### config.mk
export PLATFORM = sky130hd
export DESIGN_NAME = reciprocal_div_client
export DESIGN_NICKNAME = d
export VERILOG_FILES = /design/src/rtl/recip_div_pkg.sv /design/src/rtl/recip_div_fifo.sv /design/src/rtl/reciprocal_div_client.sv
export SDC_FILE = /design/constraint.sdc
export NUM_CORES = 1
export LEC_CHECK = 0
export CAP_MARGIN = 30
export CORE_ASPECT_RATIO = 1.75
export CORE_MARGIN = 8
export CORE_UTILIZATION = 50
export DETAILED_ROUTE_END_ITERATION = 8
export GPL_TIMING_DRIVEN = 0
export HOLD_SLACK_MARGIN = 0.12
export PLACE_DENSITY = 0.72
export SLEW_MARGIN = 15
export SYNTH_ARGS = -nofsm -noshare
export SYNTH_HDL_FRONTEND = slang
export SYNTH_HIERARCHICAL = 1
export SYNTH_SLANG_ARGS = --single-unit
### constraint.sdc
create_clock -name clk -period 8.97 [get_ports clk]
set_input_delay 2.691 -clock clk [delete_from_list [all_inputs] [get_ports clk]]
set_output_delay 2.691 -clock clk [all_outputs]
set_load 0.01 [all_outputs]
### src/rtl/recip_div_pkg.sv
// Shared types and helpers for the reciprocal-based divider client.
//   entry_t : numerator FIFO entry; carries a byp flag only when
//             RECIP_DIV_ZERO_BYPASS_EN is defined
//   Q_MAX / Q_MIN : saturated quotient limits
//   sat16() : clamp a 33-bit signed value to the signed 16-bit range
package recip_div_pkg;

  typedef struct packed {
`ifdef RECIP_DIV_ZERO_BYPASS_EN
    logic        byp;
`endif
    logic [15:0] num;
  } entry_t;

  localparam logic [15:0] Q_MAX = 16'h7FFF;
  localparam logic [15:0] Q_MIN = 16'h8000;

  function automatic logic [15:0] sat16(input logic signed [32:0] v);
    if (v > 33'sd32767) begin
      return Q_MAX;
    end else if (v < -33'sd32768) begin
      return Q_MIN;
    end else begin
      return v[15:0];
    end
  endfunction

endpackage

### src/rtl/recip_div_fifo.sv
// Synchronous FIFO holding parked operands in issue order.
// Ports:
//   clk, reset    : clock, synchronous active-high reset
//   push, wdata   : write request and data (ignored while full)
//   pop,  rdata   : read request (ignored while empty), head entry
//   full, empty   : occupancy flags
//   count         : number of stored entries
// DEPTH must be a power of 2 so the pointers wrap naturally at DEPTH.
module recip_div_fifo #(
  parameter int unsigned DEPTH = 4,
  parameter int unsigned WIDTH = 16
) (
  input  logic                   clk,
  input  logic                   reset,
  input  logic                   push,
  input  logic [WIDTH-1:0]       wdata,
  input  logic                   pop,
  output logic [WIDTH-1:0]       rdata,
  output logic                   full,
  output logic                   empty,
  output logic [$clog2(DEPTH):0] count
);

  localparam int unsigned AW = $clog2(DEPTH);

  logic [WIDTH-1:0] mem [DEPTH];
  logic [AW-1:0]    wr_ptr_q, rd_ptr_q;
  logic [AW:0]      count_q;
  logic             do_push, do_pop;

  assign full    = (count_q == (AW + 1)'(DEPTH));
  assign empty   = (count_q == '0);
  assign do_push = push & ~full;
  assign do_pop  = pop & ~empty;
  assign rdata   = mem[rd_ptr_q];
  assign count   = count_q;

  always_ff @(posedge clk) begin
    if (reset) begin
      wr_ptr_q <= '0;
      rd_ptr_q <= '0;
      count_q  <= '0;
    end else begin
      if (do_push) wr_ptr_q <= wr_ptr_q + 1'b1;
      if (do_pop)  rd_ptr_q <= rd_ptr_q + 1'b1;
      case ({do_push, do_pop})
        2'b10:   count_q <= count_q + 1'b1;
        2'b01:   count_q <= count_q - 1'b1;
        default: ;
      endcase
    end
  end

  // Storage needs no reset; only the pointers define validity.
  always_ff @(posedge clk) begin
    if (do_push) mem[wr_ptr_q] <= wdata;
  end

endmodule

### src/rtl/reciprocal_div_client.sv
// Divider front-end: q = sat16((num * recip(den)) >>> QSHIFT).
// Issues den to a reciprocal engine, parks num in an ordered FIFO, and
// combines each returned reciprocal with the FIFO head into a quotient.
// Ports (all req/ack elastic, transfer when req & ack):
//   clk, reset              : clock, synchronous active-high reset
//   t_0_dat/req/ack         : operand in, {num[31:16] signed, den[15:0]}
//   i_0_dat/req/ack         : den out to the engine (combinational path)
//   t_1_dat/req/ack         : reciprocal in from the engine
//   i_1_dat/req/ack         : registered signed quotient out
//   inflight                : FIFO occupancy
//   err                     : sticky, reciprocal arrived with FIFO empty
// Optional feature macro: RECIP_DIV_ZERO_BYPASS_EN -- den==0 operands skip
// the engine and produce a sign-saturated quotient in order.
module reciprocal_div_client
  import recip_div_pkg::*;
#(
  parameter int unsigned DEPTH  = 4,
  parameter int unsigned QSHIFT = 10
) (
  input  logic                   clk,
  input  logic                   reset,
  input  logic [31:0]            t_0_dat,
  input  logic                   t_0_req,
  output logic                   t_0_ack,
  output logic [15:0]            i_0_dat,
  output logic                   i_0_req,
  input  logic                   i_0_ack,
  input  logic [15:0]            t_1_dat,
  input  logic                   t_1_req,
  output logic                   t_1_ack,
  output logic [15:0]            i_1_dat,
  output logic                   i_1_req,
  input  logic                   i_1_ack,
  output logic [$clog2(DEPTH):0] inflight,
  output logic                   err
);

  entry_t             push_entry, head;
  logic               full, empty, push, pop;
  logic               stage_free, t1_xfer;
  logic [15:0]        num, den;
  logic signed [32:0] num_ext, rcp_ext, prod, shifted;
  logic [15:0]        q_q, q_d;
  logic               vld_q, vld_d;
  logic               err_q, err_d;
`ifdef RECIP_DIV_ZERO_BYPASS_EN
  logic               den_zero, head_byp, byp_pop;
`endif

  assign num     = t_0_dat[31:16];
  assign den     = t_0_dat[15:0];
  assign i_0_dat = den;

  recip_div_fifo #(
    .DEPTH (DEPTH),
    .WIDTH ($bits(entry_t))
  ) u_fifo (
    .clk   (clk),
    .reset (reset),
    .push  (push),
    .wdata (push_entry),
    .pop   (pop),
    .rdata (head),
    .full  (full),
    .empty (empty),
    .count (inflight)
  );

  always_comb begin
    stage_free     = ~vld_q | i_1_ack;
    push_entry     = '0;
    push_entry.num = num;
`ifdef RECIP_DIV_ZERO_BYPASS_EN
    den_zero       = (den == 16'd0);
    push_entry.byp = den_zero;
    // Zero divisors never reach the engine; they are parked directly.
    i_0_req        = t_0_req & ~full & ~den_zero;
    t_0_ack        = ~full & (den_zero | i_0_ack);
    // A bypass head must retire first, so hold off any engine result.
    head_byp       = ~empty & head.byp;
    byp_pop        = head_byp & stage_free;
    t_1_ack        = stage_free & ~head_byp;
`else
    i_0_req        = t_0_req & ~full;
    t_0_ack        = i_0_ack & ~full;
    t_1_ack        = stage_free;
`endif
    push    = t_0_req & t_0_ack;
    t1_xfer = t_1_req & t_1_ack;
    pop     = t1_xfer & ~empty;
`ifdef RECIP_DIV_ZERO_BYPASS_EN
    pop     = pop | byp_pop;
`endif
  end

  // 16x17 signed product fits exactly in 33 bits.
  always_comb begin
    num_ext = {{17{head.num[15]}}, head.num};
    rcp_ext = {17'd0, t_1_dat};
    prod    = num_ext * rcp_ext;
    shifted = prod >>> QSHIFT;
  end

  always_comb begin
    vld_d = vld_q;
    q_d   = q_q;
    err_d = err_q | (t1_xfer & empty);
    if (i_1_ack) vld_d = 1'b0;
    if (t1_xfer && !empty) begin
      vld_d = 1'b1;
      q_d   = sat16(shifted);
    end
`ifdef RECIP_DIV_ZERO_BYPASS_EN
    if (byp_pop) begin
      vld_d = 1'b1;
      q_d   = (head.num == 16'd0) ? 16'h0000 : (head.num[15] ? Q_MIN : Q_MAX);
    end
`endif
  end

  always_ff @(posedge clk) begin
    if (reset) begin
      vld_q <= 1'b0;
      q_q   <= '0;
      err_q <= 1'b0;
    end else begin
      vld_q <= vld_d;
      q_q   <= q_d;
      err_q <= err_d;
    end
  end

  assign i_1_req = vld_q;
  assign i_1_dat = q_q;
  assign err     = err_q;

endmodule

==> flow_summary.toml <==
[global_routing]
grt_pass1_wl_um = 52600
grt_max_degree = 19
grt-ovfl-total = 0
grt_pass1_vias = 10377
grt_antenna_before_repair = 0
grt_usage = 0.224

[logic_synthesis]
synth-edff-count = 64
syn_nets = 1651
synth.distinct_cells = 69
synth_top_area_frac = 0.305
synth_seq_area_share = 0.193
yosysWarningCount = 6
synth_cells = 1279
yosysTopAreaCell = "fa_1"
ys_top_cells_by_area = "fa_1, edfxtp_1, ha_1"
synthTopCellsByCount = "inv_1, fa_1, nand2_1"
yosysMostFrequentCell = "inv_1"
ys_ff_latch = 91
syn_area_um2 = 12700
syn_area_per_cell_um2 = 9.95
async_flop_share = 0
synth_ff_type = "edfxtp_1"

[clocking]
htreeDepth = 3
clk_latency_ns = 0.35
clkTransAtPathRegs_ns = 0.07
cts_sinks = 91
cts-root-buf = "clkbuf_16"
cts_tree = "done"
cts-buffers-inserted = 9
clk_path_buf_depth = 2

[drt]
vias = 9377
dr.pass1.iters = 5
drc_errors = 0
post_drt_via_cell_ratio = 5.51
ant_nets = 0
wl_um = 33100
drt_iter0_markers = 500
wl_per_cell_um = 19.4

[critical_path]
cp_top_family = "adder cells"
startpoint_type = "primary input"
cp-end-kind = "register"
worst_path_max_delay_cell = "fa_1"
crit_required_ns = 9.23
crit_buf_inv = 7
worstPathArrival_ns = 9.03
worst-setup-path-type = "in -> reg"
slowest_delay_ns = 0.60
worstPathMaxFanout = 7
crit_top_cell = "fa_1"

[layout]
diodes = 0
syn2layout_area_growth_pct = 14.6
fillers = 2153
layout-drive-gt1-share = 0.122
finalNetCount = 1752
utilization = 0.580

[job]
max_cap_violations = 0

[timing]
finalHoldViolations = 0
min_period_ns = 8.77
fin_worst_skew_ns = 0.00882
final-max-slew-violation-count = 0
relSlewSlack = 0.410
setup_violations = 0
post-route-period-util = 0.977
worst_pin_slew_ns = 0.885
max_freq_mhz = 114
finalSetupTns_ns = 0

[floorplanning]
coreArea_um2 = 25100
die_h_um = 227
dieArea_um2 = 31000
start_util = 0.506
die_width_um = 137
io_pins = 94
placementRows = 77

[placed_design]
place_hpwl_um = 27300
port_buffers = 76
place_congestion = 0.983

[status]
outcome = "completed"

[hold_path]
hold_path.class = "reg -> reg"
cells by family after synthesis:
kind of cell	share of synthesized area
XOR/XNOR	0.0185
adder cells (fa/ha/maj)	0.427
AND/OR/NAND/NOR	0.147
buffers and inverters	0.107
AO/OA/AOI/OAI	0.0751
flip-flops	0.193
multiplexers	0.0317
state kept, by name (all words and copies together) (netlist names), named ones only:
signal           flops
err                  1
i_1_dat             16
i_1_req              1
u_fifo/count         3
u_fifo/mem          64
u_fifo/rd_ptr_q      2
u_fifo/wr_ptr_q      2
worst register-to-register path, stage by stage (launching register included):
cell       delay, ns
dfxtp_1         0.32
buf_6           0.15
mux4_1          0.84
clkbuf_1        0.45
and2_1          0.29
fa_1            0.51
inv_1           0.06
fa_1            0.59
fa_2            0.46
fa_1            0.49
inv_1           0.05
fa_1            0.54
inv_1           0.07
fa_1            0.56
inv_1           0.09
ha_4            0.33
nand2_2         0.10
a211oi_4        0.24
a2111oi_4       0.11
a211oi_2        0.33
buf_4           0.18
o21ai_2         0.07
xnor2_2         0.19
nand3_2         0.12
o41ai_4         0.41
buf_4           0.20
nand2_1         0.07
a211oi_1        0.23
layout make-up:
cell class | count | area, um^2 | share of cell area
inverter | 251 | 942 | 0.0646
sequential | 91 | 2460 | 0.169
clock inverter | 7 | 66.3 | 0.00455
buffer | 61 | 533 | 0.0365
multi-input combinational | 870 | 9090 | 0.623
tap | 316 | 395 | 0.0271
timing repair buffer | 96 | 873 | 0.0599
clock buffer | 9 | 225 | 0.0154
cells in the final DEF, fill, tap and decap left out, drive strengths merged, types with 10 or more instances in the layout:
cell and count:
o21ai 19, a21o 13, clkbuf 46, xor2 11
nor3 10, edfxtp 64, fa 194, dfxtp 27
mux4 16, ha 124, nand2b 10, clkdlybuf4s50 60
xnor2 15, a211oi 20, nand2 158, inv 255
a21oi 37, buf 59, nor2 52, and2 119
repair_timing:
action | in CTS | in global routing
gates resized for setup | 123 | 63
buffers inserted | 9 | 11
pin swaps | 6 | 34
hold buffers | 0 | 0
setup endpoints to repair | 16 | 15
path summary, 6_finish.rpt:
check                 start                       to  slack, ns  cells past startpoint
max reg2reg        register  i_1_dat[3]$_SDFFE_PP0P_       0.87                     27
min          err$_SDFF_PP0_           err$_SDFF_PP0_       0.47                      2
min reg2reg  err$_SDFF_PP0_           err$_SDFF_PP0_       0.47                      2
max             t_1_dat[11]  i_1_dat[3]$_SDFFE_PP0P_       0.20                     25
routing by layer:
layer	global-route usage	wire (um)	part of all wire	vias up
li1	-	-	-	4218
met4	0.189	2840	0.086	0
met3	0.0239	1410	0.043	116
met5	0	0	0	-
met1	0.218	10700	0.32	4747
met2	0.413	18100	0.55	296
through the flow:
stage	std cells	hold slack (ns)	area [um^2]	worst slack, ns
floorplan	1279	0.459	12700	0.0727
global placement	1671	0.450	13900	-1.58
detailed placement	1671	0.467	13900	-1.60
CTS	1695	0.483	14400	0.00894
global route	1701	0.505	14600	-0.0314
finish	1701	0.475	14600	0.204
Power is not shown: default switching activity piles up to over one toggle a cycle in this logic, so the estimate is an artifact.
